<file path="src/rtl/cmd_framer_if.sv">
// Byte-in / frame-out signal bundle for cmd_framer.
// master is the framer side, slave is the byte source and frame consumer.
interface cmd_framer_if;
   logic [7:0]  rx_data;
   logic        rx_valid;
   logic [7:0]  cmd;
   logic [31:0] arg;
   logic        cmd_valid;
   logic        cmd_ready;
   logic        busy;
   logic        err_opcode;
   logic        err_overrun;
   logic        err_timeout;

   modport master (
      input  rx_data, rx_valid, cmd_ready,
      output cmd, arg, cmd_valid, busy, err_opcode, err_overrun, err_timeout
   );

   modport slave (
      output rx_data, rx_valid, cmd_ready,
      input  cmd, arg, cmd_valid, busy, err_opcode, err_overrun, err_timeout
   );
endinterface

</file>
<file path="src/rtl/cmd_framer.sv">
// Assembles 5-byte UART commands (opcode + 32-bit MSB-first operand) into a held output frame.
// Define CMD_FRAMER_TIMEOUT_EN to build the inter-byte timeout; otherwise partial frames wait forever.
module cmd_framer #(
   parameter int unsigned TIMEOUT_CYCLES = 20000,
   parameter logic [7:0]  MAX_OPCODE     = 8'h07
) (
   input  logic         clk,
   input  logic         reset,
   cmd_framer_if.master bus
);

   typedef enum logic [0:0] {
      ST_IDLE    = 1'b0,
      ST_COLLECT = 1'b1
   } state_t;

   function automatic logic opcode_legal(input logic [7:0] op);
      opcode_legal = (op != 8'h00) && (op <= MAX_OPCODE);
   endfunction

   state_t      state_r, state_nx_s;
   logic [2:0]  byte_cnt_r, byte_cnt_nx_s;
   logic [7:0]  opcode_r, opcode_nx_s;
   logic [23:0] arg_sh_r, arg_sh_nx_s;
   logic [7:0]  cmd_r, cmd_nx_s;
   logic [31:0] arg_r, arg_nx_s;
   logic        cmd_valid_r, cmd_valid_nx_s;
   logic        busy_r, busy_nx_s;
   logic        err_opcode_r, err_opcode_nx_s;
   logic        err_overrun_r, err_overrun_nx_s;
   logic        err_timeout_r, err_timeout_nx_s;
   logic        timeout_s;
   logic        out_free_s;

   // A held frame leaving this cycle frees the slot for a back-to-back load.
   assign out_free_s = ~cmd_valid_r | bus.cmd_ready;

`ifdef CMD_FRAMER_TIMEOUT_EN
   localparam int unsigned     TMO_W     = (TIMEOUT_CYCLES > 1) ? $clog2(TIMEOUT_CYCLES + 1) : 1;
   localparam logic [TMO_W-1:0] TMO_LIMIT = TMO_W'(TIMEOUT_CYCLES);
   localparam logic [TMO_W-1:0] TMO_MAX   = {TMO_W{1'b1}};
   localparam logic [TMO_W-1:0] TMO_ZERO  = {TMO_W{1'b0}};
   localparam logic [TMO_W-1:0] TMO_ONE   = TMO_W'(1);

   logic [TMO_W-1:0] idle_cnt_r, idle_cnt_nx_s;

   // Idle counter: cleared by every byte, counts while collecting, saturates.
   always_comb begin
      timeout_s     = 1'b0;
      idle_cnt_nx_s = idle_cnt_r;
      if ((state_r == ST_COLLECT) && (idle_cnt_r >= TMO_LIMIT)) begin
         timeout_s = 1'b1;
      end else begin
         timeout_s = 1'b0;
      end
      if (bus.rx_valid) begin
         idle_cnt_nx_s = TMO_ZERO;
      end else if (timeout_s) begin
         idle_cnt_nx_s = TMO_ZERO;
      end else if ((state_r == ST_COLLECT) && (idle_cnt_r != TMO_MAX)) begin
         idle_cnt_nx_s = idle_cnt_r + TMO_ONE;
      end else begin
         idle_cnt_nx_s = idle_cnt_r;
      end
   end

   // Idle counter register.
   always_ff @(posedge clk) begin
      if (reset) begin
         idle_cnt_r <= TMO_ZERO;
      end else begin
         idle_cnt_r <= idle_cnt_nx_s;
      end
   end
`else
   assign timeout_s = 1'b0;
`endif

   // Next-state, frame assembly and frame evaluation.
   always_comb begin
      state_nx_s       = state_r;
      byte_cnt_nx_s    = byte_cnt_r;
      opcode_nx_s      = opcode_r;
      arg_sh_nx_s      = arg_sh_r;
      cmd_nx_s         = cmd_r;
      arg_nx_s         = arg_r;
      err_opcode_nx_s  = 1'b0;
      err_overrun_nx_s = 1'b0;
      err_timeout_nx_s = timeout_s;
      if (cmd_valid_r && bus.cmd_ready) begin
         cmd_valid_nx_s = 1'b0;
      end else begin
         cmd_valid_nx_s = cmd_valid_r;
      end

      case (state_r)
         ST_IDLE: begin
            if (bus.rx_valid) begin
               state_nx_s    = ST_COLLECT;
               byte_cnt_nx_s = 3'd1;
               opcode_nx_s   = bus.rx_data;
            end else begin
               state_nx_s    = ST_IDLE;
            end
         end
         ST_COLLECT: begin
            if (timeout_s && bus.rx_valid) begin
               // The coinciding byte starts a fresh frame.
               state_nx_s    = ST_COLLECT;
               byte_cnt_nx_s = 3'd1;
               opcode_nx_s   = bus.rx_data;
            end else if (timeout_s) begin
               state_nx_s    = ST_IDLE;
               byte_cnt_nx_s = 3'd0;
            end else if (bus.rx_valid) begin
               if (byte_cnt_r == 3'd4) begin
                  state_nx_s    = ST_IDLE;
                  byte_cnt_nx_s = 3'd0;
                  if (!opcode_legal(opcode_r)) begin
                     err_opcode_nx_s = 1'b1;
                  end else if (out_free_s) begin
                     cmd_nx_s       = opcode_r;
                     arg_nx_s       = {arg_sh_r, bus.rx_data};
                     cmd_valid_nx_s = 1'b1;
                  end else begin
                     err_overrun_nx_s = 1'b1;
                  end
               end else begin
                  byte_cnt_nx_s = byte_cnt_r + 3'd1;
                  arg_sh_nx_s   = {arg_sh_r[15:0], bus.rx_data};
               end
            end else begin
               state_nx_s = ST_COLLECT;
            end
         end
         default: begin
            state_nx_s    = ST_IDLE;
            byte_cnt_nx_s = 3'd0;
         end
      endcase

      busy_nx_s = (state_nx_s == ST_COLLECT);
   end

   // State and output registers.
   always_ff @(posedge clk) begin
      if (reset) begin
         state_r       <= ST_IDLE;
         byte_cnt_r    <= 3'd0;
         opcode_r      <= 8'h00;
         arg_sh_r      <= 24'h000000;
         cmd_r         <= 8'h00;
         arg_r         <= 32'h0000_0000;
         cmd_valid_r   <= 1'b0;
         busy_r        <= 1'b0;
         err_opcode_r  <= 1'b0;
         err_overrun_r <= 1'b0;
         err_timeout_r <= 1'b0;
      end else begin
         state_r       <= state_nx_s;
         byte_cnt_r    <= byte_cnt_nx_s;
         opcode_r      <= opcode_nx_s;
         arg_sh_r      <= arg_sh_nx_s;
         cmd_r         <= cmd_nx_s;
         arg_r         <= arg_nx_s;
         cmd_valid_r   <= cmd_valid_nx_s;
         busy_r        <= busy_nx_s;
         err_opcode_r  <= err_opcode_nx_s;
         err_overrun_r <= err_overrun_nx_s;
         err_timeout_r <= err_timeout_nx_s;
      end
   end

   assign bus.cmd         = cmd_r;
   assign bus.arg         = arg_r;
   assign bus.cmd_valid   = cmd_valid_r;
   assign bus.busy        = busy_r;
   assign bus.err_opcode  = err_opcode_r;
   assign bus.err_overrun = err_overrun_r;
   assign bus.err_timeout = err_timeout_r;

endmodule

</file>
<file path="src/flat_wrapper.sv">
// flat-port wrapper written by rule: the top's interface ports become plain ports
module cmd_framer_flat 
#(
   parameter int unsigned TIMEOUT_CYCLES = 20000,
   parameter logic [7:0]  MAX_OPCODE     = 8'h07
)
  (clk, reset, bus_rx_data, bus_rx_valid, bus_cmd_ready, bus_cmd, bus_arg, bus_cmd_valid, bus_busy, bus_err_opcode, bus_err_overrun, bus_err_timeout);
  cmd_framer_if bus_i ();
  input  logic clk;
  input  logic reset;
  input wire logic [$bits(bus_i.rx_data)-1:0] bus_rx_data;
  input wire logic [$bits(bus_i.rx_valid)-1:0] bus_rx_valid;
  input wire logic [$bits(bus_i.cmd_ready)-1:0] bus_cmd_ready;
  output wire logic [$bits(bus_i.cmd)-1:0] bus_cmd;
  output wire logic [$bits(bus_i.arg)-1:0] bus_arg;
  output wire logic [$bits(bus_i.cmd_valid)-1:0] bus_cmd_valid;
  output wire logic [$bits(bus_i.busy)-1:0] bus_busy;
  output wire logic [$bits(bus_i.err_opcode)-1:0] bus_err_opcode;
  output wire logic [$bits(bus_i.err_overrun)-1:0] bus_err_overrun;
  output wire logic [$bits(bus_i.err_timeout)-1:0] bus_err_timeout;
  assign bus_i.rx_data = bus_rx_data;
  assign bus_i.rx_valid = bus_rx_valid;
  assign bus_i.cmd_ready = bus_cmd_ready;
  assign bus_cmd = bus_i.cmd;
  assign bus_arg = bus_i.arg;
  assign bus_cmd_valid = bus_i.cmd_valid;
  assign bus_busy = bus_i.busy;
  assign bus_err_opcode = bus_i.err_opcode;
  assign bus_err_overrun = bus_i.err_overrun;
  assign bus_err_timeout = bus_i.err_timeout;
  cmd_framer #(.TIMEOUT_CYCLES(TIMEOUT_CYCLES), .MAX_OPCODE(MAX_OPCODE)) u_core (.clk(clk), .reset(reset), .bus(bus_i));
endmodule
</file>
<file path="config.mk">
export PLATFORM = sky130hd
export DESIGN_NAME = cmd_framer_flat
export DESIGN_NICKNAME = d
export VERILOG_FILES = /design/src/rtl/cmd_framer_if.sv /design/src/rtl/cmd_framer.sv /design/src/flat_wrapper.sv
export SDC_FILE = /design/constraint.sdc
export NUM_CORES = 1
export LEC_CHECK = 0
export ABC_AREA = 1
export BUFFER_PORTS_ARGS = -buffer_cell sky130_fd_sc_hd__buf_2
export CAP_MARGIN = 30
export CORE_MARGIN = 1.5
export CORE_UTILIZATION = 54
export DETAILED_ROUTE_END_ITERATION = 10
export GPL_ROUTABILITY_DRIVEN = 0
export PLACE_DENSITY = 0.78
export SYNTH_ARGS = -nofsm -noshare
export SYNTH_HDL_FRONTEND = slang
export SYNTH_SLANG_ARGS = --single-unit
</file>
<file path="constraint.sdc">
create_clock -name clk -period 1.6 [get_ports clk]
set_clock_uncertainty 0.1 [all_clocks]
set_input_delay 0.08 -clock clk [delete_from_list [all_inputs] [get_ports clk]]
set_output_delay 0.08 -clock clk [all_outputs]
set_load 0.02 [all_outputs]
</file>
==> impl_metrics.ini, run 1 <==
[logic_synthesis]
number_of_synthesized_register_bits = 79
post_synth_and_or_nand_nor_area_fraction = 0.190
syn_inst = 401
synth.yosys.seq_area_share = 0.515
postSynthAreaPerCell_um2 = 7.66
largest_family_of_logic_cells_by_synthesized_area = simple AND/OR/NAND/NOR gates
synth-compound-area-share = 0.173
post_synth_xor_area_fraction = 0
post_synth_net_total = 415
post_synth_instance_area_um2 = 3070
synth_cell_types = 21
synth.area.mux_share = 0
synth-adder-area-share = 0.00814
yosys_warnings = 0

[critical_path]
reg2reg_setup_slack_ns = -0.07
path_depth = 11
crit_buf_inv = 4
worst_path_dominant_cell_family = simple AND/OR/NAND/NOR gates
setup.worst_path.end_class = register
crit_start = u_core.byte_cnt_r[0]
worst_path_class_setup = reg -> reg
path_cells = inv_2 > ha_4 > nand2_2 > inv_2 > nand2_2 > nor2_4 > buf_6 > clkbuf_16 > nand3_2 > nand2_1 > nor2_1
rr_startpoint = u_core.byte_cnt_r[0]
crit_slowest_cell = dfxtp_2
slowest_delay_ns = 0.33
crit_fanout = 6
critical_path_required_ns = 1.76
crit_end = u_core.bus.arg[6]
timing.rr.end = u_core.bus.arg[6]
crit_path_start_kind = register
cp.arrival_ns = 1.83
worst-r2r-cell-count = 11

[finish]
fraction_of_final_layout_cells_sized_beyond_drive_strength_1 = 0.269
nNetsFinal = 489
flow.area_growth_from_synthesis_pct = 34.6
final_util = 0.751
antennaDiodeCount = 0
layout.filler_cells = 389

[clock_network]
cts-buffers-inserted = 9
cts_tree = built
ctsLongestPathBuffers = 2
worst_skew_pair.late_latency_ns = 0.37
cts-htree-levels = 3
cts.reportedPaths.clkPinSlew_ns = 0.08
cts_root_buffer = clkbuf_8
clock_sinks = 79

[die]
number_of_ports_placed_on_the_die_boundary = 57
core_area_um2 = 5510
floorplan.die.width_um = 78.4
rows = 27
die-area_um2 = 6150
initial_standard_cell_utilization_of_the_core = 0.558
floorplan.die.height_um = 78.4

[sta]
fmax_mhz = 598
hold_viol = 0
postLayoutSetupSlackWorst_ns = -0.0714
layout_worst_path_cycle_share = 1.04
holdWs_ns = 0.341
rsz0062_at_grt = yes
setup_viol = 24
timing_max_transition_violations_final = 0
finalWorstPathRequiredPeriod_ns = 1.67

[route]
postRouteAntennaNets = 0
first_pass_detailed_route_iteration_total = 5
post_drt_via_cell_ratio = 5.36
remaining_drc_errors = 0
drt_wl_total_mm = 8.30
dr_total_vias = 2957
drt_first_iter_violations = 231
avgRoutedWirePerCell_um = 15.0

[power]
share_clk_of_total_power = 0.419
irDropWorstVdd_mv = 0.842
power_per_cell_area_nw_per_um2 = 1050
combPwrFrac = 0.106
power_switching_share = 0.243
p_seq_frac = 0.474
switchingPower_mw = 1.05
p_int_mw = 3.28
static-leakage-power_nw = 1.80

[global_route]
via_count_of_the_first_global_routing_pass = 2421
grt_start_max_net_pins = 70
groute.usage.overall = 0.225
antenna_found_initial = 0
gr-total-overflow = 0
grt_pass1_wl_mm = 10.9

[outcome]
violated_checks = setup timing
outcome = finished, violations left

[place]
dp_hpwl_mm = 4.02
port_buffers = 55

[min_path]
hold_depth = 2
holdCritPathClass = reg -> reg

[flow_run]
max_capacitance_violation_count = 0
## worst min-delay path: stages, from the launching register on
cell and delay (ns):
dfxtp_1 0.31, nand2_1 0.06, nor2_1 0.03
## worst min-delay path by stage
stage,startpoint,endpoint,slack [ns]
finish,u_core.bus.cmd[4],u_core.bus.cmd[4],0.34
global route,u_core.bus.cmd[5],u_core.bus.cmd[5],0.36
CTS,u_core.bus.cmd[4],u_core.bus.cmd[4],0.34
detailed placement,bus_rx_valid,u_core.byte_cnt_r[2],0.23
global placement,bus_rx_valid,u_core.byte_cnt_r[2],0.22
floorplan,bus_rx_valid,u_core.byte_cnt_r[2],0.07
## Yosys cell counts
cell type / n / area share
dfxtp_1: 79 / 0.51
a21oi_1: 70 / 0.11
nand2_1: 48 / 0.059
inv_1: 47 / 0.057
nor2_1: 46 / 0.056
nand3_1: 36 / 0.059
o21ai_0: 34 / 0.055
buf_4: 12 / 0.029
buf_2: 11 / 0.018
buf_1: 2 / 0.0024
clkbuf_1: 2 / 0.0024
ha_1: 2 / 0.0081
nand2_2: 2 / 0.0041
nor2_4: 2 / 0.0073
nor3_1: 2 / 0.0033
a211oi_1: 1 / 0.0024
clkbuf_2: 1 / 0.0016
conb_1: 1 / 0.0012
inv_2: 1 / 0.0012
nor2_2: 1 / 0.0020
o21ai_1: 1 / 0.0016
## state kept, by name, indices dropped and copies added (netlist names)
name / cells
u_core.arg_sh_r: 24
u_core.state_r: 1
u_core.bus.err_opcode: 1
u_core.bus.cmd_valid: 1
u_core.opcode_r: 8
u_core.bus.arg: 32
u_core.bus.err_overrun: 1
u_core.byte_cnt_r: 3
u_core.bus.cmd: 8
## power by group through the flow
stage	registers (mW)	clock network (mW)	logic [mW]
floorplan	2.09	0	0.241
global placement	2.09	0	0.323
detailed placement	2.10	0	0.329
CTS	2.05	1.82	0.353
global route	2.06	1.91	0.493
finish	2.06	1.82	0.460
## metal layers
layer | global-route usage | wire length, µm | vias to the layer above
met2 | 0.342 | 4120 | 130
met1 | 0.301 | 3460 | 1373
met5 | 0 | 0 | -
li1 | - | - | 1436
met3 | 0.0453 | 525 | 18
met4 | 0.121 | 199 | 0
## stage by stage
stage	setup TNS [ns]	worst slack [ns]	instance area (µm²)	cells	power, mW
finish	-0.656	-0.0714	4140	552	4.33
global route	-2.27	-0.133	4140	552	4.46
CTS	0	0.00246	3760	535	4.22
detailed placement	0	0.00542	3410	508	2.43
global placement	0	0.0488	3410	508	2.42
floorplan	0	0.187	3070	401	2.33
## final cells by class
class                           count  area (µm²)  area share
Multi-Input combinational cell    246        1270       0.307
Clock inverter                      6         108      0.0260
Sequential cell                    79        1580       0.383
Inverter                           48         180      0.0435
Tap cell                           72        90.1      0.0218
Clock buffer                       10         138      0.0333
Timing Repair Buffer               91         767       0.185
## cells in the final DEF, fill, tap and decap left out, types with 3 or more instances in the layout
cell           Yosys  layout
nand2_2            2       4
buf_12             0       7
nand3_1           36      17
clkbuf_16          0       5
buf_4             12       8
buf_6              0       5
o21ai_0           34      34
bufinv_16          0       3
dfxtp_1           79      77
a21oi_1           70      70
inv_2              1       4
nand2_1           48      46
dlygate4sd3_1      0      11
nor2_4             2       3
nand3_2            0      18
clkbuf_8           0      10
inv_1             47      44
nor2_1            46      46
buf_2             11      55
## cells by family (layout without fill, tap and decap cells)
| logic type | Yosys count | count (layout) |
|---|---|---|
| adder cells (fa/ha/maj) | 2 | 2 |
| AO/OA/AOI/OAI | 106 | 106 |
| other | 1 | 1 |
| AND/OR/NAND/NOR | 137 | 137 |
| buffers and inverters | 76 | 155 |
| flip-flops | 79 | 79 |
## timing repair
item                                    in CTS  in global routing
hold buffers                                11                  0
resized for setup                            0                 32
endpoints found under the setup margin       0                 64
hold endpoints to repair                    34                  0
buffers inserted                             0                  9
No activity file was read; power rests on OpenSTA's default activity.
==> run 2: changes to the inputs <==
- REMOVE_ABC_BUFFERS: unset -> 1
==> run 2 against run 1 <==
  * The run still ends with setup timing left
  * Worst hold slack gained 0.011 ns
  * Sequential cell count is the same
  * Cell count shrank 0.54%
  * Setup slack gained 0.028 ns
  * Clock power shrank 20%
  * Global-route usage grew 1.4 points
  * Routed wire length shrank 12%
  * Core utilization shrank 2.2 points
  * Register-to-register slack gained 0.03 ns
  * Critical endpoint is now u_core.bus.arg[13]
==> impl_metrics.ini, run 2 (same netlist as run 1, synthesis figures left out) <==
[outcome]
outcome = finished, violations left
violated_checks = setup timing

[route]
drt_wl_total_mm = 7.31
post_drt_via_cell_ratio = 5.15
drt_first_iter_violations = 166
met2RoutedLength_mm = 3.59
dr_total_vias = 2827
remaining_drc_errors = 0
first_pass_detailed_route_iteration_total = 5
avgRoutedWirePerCell_um = 13.3
met1_wirelength_mm = 3.11
dr_wl_met3_um = 361
postRouteAntennaNets = 0
top_signal_layer_used = met4

[min_path]
holdCritPathClass = reg -> reg
hold_path.startpoint = u_core.bus.cmd[5]

[power]
irDropWorstVdd_mv = 0.697
power_switching_share = 0.248
p_seq_frac = 0.528
switchingPower_mw = 0.966
power_per_cell_area_nw_per_um2 = 968
share_clk_of_total_power = 0.375
p_int_mw = 2.92
static-leakage-power_nw = 1.76
combPwrFrac = 0.097

[finish]
final_util = 0.730
design_area_um2 = 4020
flow.area_growth_from_synthesis_pct = 30.7
largest_reg_flops = 32
antennaDiodeCount = 0
fraction_of_final_layout_cells_sized_beyond_drive_strength_1 = 0.256
layout_commonest_cell = dfxtp_1
multi_input_comb_area_um2 = 1250
layout.filler_cells = 418
nNetsFinal = 486
mostFrequentLayoutCells = 77 x dfxtp_1, 61 x a21oi_1, 55 x buf_2, 46 x nor2_1, 46 x nand2_1
layout.area.seq_um2 = 1580

[die]
floorplan.die.height_um = 78.4
rows = 27
number_of_ports_placed_on_the_die_boundary = 57
initial_standard_cell_utilization_of_the_core = 0.558
die-area_um2 = 6150
floorplan.die.width_um = 78.4
core_area_um2 = 5510

[place]
port_buffers = 55
postPlaceCellArea_um2 = 3400
dp_hpwl_mm = 3.90

[clock_network]
cts_tree = built
cts.reportedPaths.clkPinSlew_ns = 0.08
cts-buffers-inserted = 9
worst_skew_pair.late_latency_ns = 0.36
cts-htree-levels = 3
cts_root_buffer = clkbuf_8
clock_sinks = 79
ctsLongestPathBuffers = 2

[critical_path]
cp.arrival_ns = 1.80
crit_path_start_kind = register
setup.worst_path.end_class = register
worst_path_class_setup = reg -> reg
critical_path_required_ns = 1.75
crit_fanout = 8
crit_start = u_core.byte_cnt_r[0]
rr_startpoint = u_core.byte_cnt_r[0]

[global_route]
groute.usage.overall = 0.239
antenna_found_initial = 0
grt_start_max_net_pins = 54
gr-total-overflow = 0
via_count_of_the_first_global_routing_pass = 2532
grt_pass1_wl_mm = 11.4

[sta]
fmax_mhz = 608
rsz0062_at_grt = yes
layout_worst_path_cycle_share = 1.03
holdWs_ns = 0.351
timing_max_transition_violations_final = 0
setup_viol = 12
postLayoutSetupSlackWorst_ns = -0.0438
hold_viol = 0
finalWorstPathRequiredPeriod_ns = 1.64

[flow_run]
max_capacitance_violation_count = 0
[run 2: changes by cell type in the layout (fill, tap and decap cells not counted), sizes merged]
cell and change:
bufinv -2, clkbuf +1, buf -1, clkinv -1
[run 2: metal layers]
metal	up-vias	GRT usage
li1	1430	-
met1	1286	0.290
met2	90	0.393
met3	21	0.0407
met4	0	0.148
met5	-	0
[run 2: metrics by stage]
step / total power, mW / setup TNS (ns) / worst slack, ns / std cells
after global placement: 2.41 / 0 / 0.0374 / 508
after floorplan: 2.29 / -26.11 / -0.509 / 373
after global routing: 4.05 / -1.37 / -0.0942 / 549
after detailed placement: 2.42 / -0.283 / -0.0641 / 508
after CTS: 3.88 / -0.188 / -0.0175 / 545
final: 3.89 / -0.181 / -0.0438 / 549
[run 2: worst max-delay path: stages, from the launching register on]
cell       delay (ns)
dfxtp_2          0.33
inv_2            0.07
ha_4             0.14
nand2_4          0.05
inv_4            0.08
nand2_4          0.06
nor2_4           0.16
buf_6            0.18
clkbuf_16        0.16
nand3_1          0.09
nand2_1          0.08
nor2_1           0.04
[run 2: power by group through the flow]
| stage | logic, mW | registers, mW | clock network [mW] |
|---|---|---|---|
| 3_5_place_dp | 0.321 | 2.10 | 0 |
| 3_3_place_gp | 0.312 | 2.09 | 0 |
| 5_1_grt | 0.416 | 2.06 | 1.57 |
| 6_report | 0.376 | 2.05 | 1.46 |
| 2_1_floorplan | 0.201 | 2.09 | 0 |
| 4_1_cts | 0.352 | 2.05 | 1.48 |
[run 2: worst paths after layout]
kind / end / slack (ns) / depth (start not counted)
worst max register to register: u_core.bus.arg[13] / -0.04 / 11
worst max-delay path: u_core.bus.arg[13] / -0.04 / 11
worst min register to register: u_core.bus.cmd[5] / 0.35 / 2
worst min-delay path: u_core.bus.cmd[5] / 0.35 / 2
[run 2: layout make-up]
cell class                      count  area share
Sequential cell                    79       0.394
Multi-Input combinational cell    246       0.310
Tap cell                           72      0.0224
Clock buffer                       13      0.0371
Inverter                           48      0.0455
Timing Repair Buffer               88       0.180
Clock inverter                      3      0.0106
[run 2: what timing repair did]
item | 4_1_cts | 5_1_grt
setup endpoints to repair | 5 | 46
endpoints found under the hold margin | 33 | 0
setup buffers | 7 | 2
hold buffers | 11 | 0
gates resized for setup | 17 | 17
pin swaps | 4 | 5
cloned | 3 | 4
==> run 3: changes to the inputs <==
- CORE_UTILIZATION: 54 -> 59
- PLACE_DENSITY: 0.78 -> 0.84
- clock period: 1.6 -> 2.1 ns (I/O delays scaled with it)
==> run 3 against run 2 <==
  * The flow now finishes without violations
  * Via count shrank 7.0%
  * Clock power is 31% lower
  * Die area decreased by 8.2%
  * Combinational power down 35%
  * First-iteration DRC count shrank 37%
  * Critical path depth is 1 lower
  * Power is 27% lower
  * Sequential cell count is the same
  * Sequential power decreased by 24%
  * Worst hold slack lost 0.011 ns
  * Core utilization shrank 1.5 points
  * Largest cell class unchanged
==> impl_metrics.ini, run 3 (same netlist as run 1, synthesis figures left out) <==
[finish]
flow.area_growth_from_synthesis_pct = 18.0
layout.filler_cells = 443
fraction_of_final_layout_cells_sized_beyond_drive_strength_1 = 0.179
post_layout_nonfiller_instances = 533
final_util = 0.714
largest_reg_flops = 32
antennaDiodeCount = 0
mostFrequentLayoutCells = 79 x dfxtp_1, 70 x a21oi_1, 55 x buf_2, 48 x nand2_1
layout_commonest_cell = dfxtp_1
nNetsFinal = 473

[clock_network]
ctsLongestPathBuffers = 2
cts.reportedPaths.clkPinSlew_ns = 0.07
cts-htree-levels = 3
cts_root_buffer = clkbuf_8
cts-buffers-inserted = 9
worst_skew_pair.late_latency_ns = 0.35
cts_tree = built
ctsResizeCount = 0
clock_sinks = 79

[route]
drt_first_iter_violations = 104
post_drt_via_cell_ratio = 4.93
first_pass_detailed_route_iteration_total = 4
remaining_drc_errors = 0
avgRoutedWirePerCell_um = 11.1
dr_total_vias = 2629
postRouteAntennaNets = 0
drt_wl_total_mm = 5.91

[global_route]
grt_pass1_wl_mm = 9.60
grt_start_max_net_pins = 39
antenna_found_initial = 0
gr-total-overflow = 0
groute.usage.overall = 0.223
via_count_of_the_first_global_routing_pass = 2329

[power]
total_power_mw = 2.82
power_per_cell_area_nw_per_um2 = 778
irDropWorstVdd_mv = 0.504
static-leakage-power_nw = 1.62

[min_path]
hold_path.startpoint = u_core.bus.cmd[7]
hold_depth = 2
timing.hold.worst_endpoint = u_core.bus.cmd[7]
holdCritPathClass = reg -> reg

[die]
number_of_ports_placed_on_the_die_boundary = 57
floorplan.die.width_um = 75.2
initial_standard_cell_utilization_of_the_core = 0.606
rows = 26
core_area_um2 = 5070
die-area_um2 = 5650
floorplan.die.height_um = 75.2

[critical_path]
reg2reg_setup_slack_ns = 0.34
setup.worst_path.end_class = register
crit_path_start_kind = register
rr_startpoint = u_core.byte_cnt_r[0]
timing.rr.end = u_core.bus.cmd[6]
worst_path_class_setup = reg -> reg
cp.arrival_ns = 1.90
crit_fanout = 35
worst-r2r-cell-count = 10
critical_path_required_ns = 2.23

[place]
preCtsSetupSlack_ns = 0.359
place_inst = 507
port_buffers = 55
dp_hpwl_mm = 3.71

[sta]
timing_max_transition_violations_final = 0
worst_slew_pin_slew_ns = 0.532
rsz0062_at_grt = no
setup_total_negative_slack_ns = 0
setup_viol = 0
postLayoutSetupSlackWorst_ns = 0.338
finalWorstPathRequiredPeriod_ns = 1.76
hold_viol = 0
layout_worst_path_cycle_share = 0.839
maxSlewHeadroom = 0.645
fmax_mhz = 567

[flow_run]
max_capacitance_violation_count = 0

[outcome]
outcome = completed
-- run 3: changes by cell type in the layout (fill, tap and decap cells not counted), sizes merged --
cell,change
clkbuf,-1
clkinv,-1
buf,-10
bufinv,-1
clkinvlp,-1
-- run 3: how the worst max path moves through the flow --
stage                         start                end  slack, ns  cells after the start
6_report       u_core.byte_cnt_r[0]  u_core.bus.cmd[6]       0.34                     10
3_3_place_gp   u_core.byte_cnt_r[0]  u_core.bus.cmd[4]       0.44                     10
3_5_place_dp   u_core.byte_cnt_r[0]  u_core.bus.cmd[6]       0.36                     10
4_1_cts        u_core.byte_cnt_r[0]  u_core.bus.cmd[6]       0.33                     10
5_1_grt        u_core.byte_cnt_r[0]  u_core.bus.cmd[6]       0.16                     10
2_1_floorplan  u_core.byte_cnt_r[0]  u_core.bus.cmd[3]     -0.009                      9
-- run 3: per-stage QoR --
step                hold slack [ns]  instance area [µm²]
global placement              0.240                 3340
global route                  0.367                 3620
floorplan                    0.0741                 2910
CTS                           0.340                 3620
finish                        0.340                 3620
detailed placement            0.248                 3340
-- run 3: layout make-up --
| class | count | area, µm² | share of cell area |
|---|---|---|---|
| flip-flops and latches | 79 | 1580 | 0.436 |
| well taps | 70 | 87.6 | 0.0242 |
| multi-input cells | 246 | 1150 | 0.316 |
| inverters | 48 | 180 | 0.0497 |
| repair buffers | 75 | 453 | 0.125 |
| clock buffers | 15 | 176 | 0.0487 |
-- run 3: layer usage --
layer / wire [µm] / track usage / vias up
met3: 225 / 0.0455 / 11
met5: 0 / 0 / -
li1: - / - / 1393
met2: 2830 / 0.383 / 50
met4: 114 / 0.115 / 0
met1: 2740 / 0.263 / 1175
-- run 3: worst max-delay path: stages (launching register included) --
cell and delay, ns:
dfxtp_1 0.32, inv_1 0.09, ha_1 0.16, nand2_1 0.05, inv_1 0.09, nand2_2 0.09
nor2_4 0.09, buf_4 0.32, nand2_1 0.19, nand2_1 0.10, nor2_1 0.04
-- run 3: power by group --
group | switching [mW] | total [mW] | internal [mW]
Combinational | 0.161 | 0.243 | 0.0816
Clock | 0.493 | 1.01 | 0.522
Sequential | 0.0209 | 1.56 | 1.54
-- run 3: timing repair --
action / in CTS / in global routing
hold buffers: 11 / 0
setup endpoints to repair: 0 / 0
hold endpoints to repair: 28 / 0
buffers inserted: 0 / 0
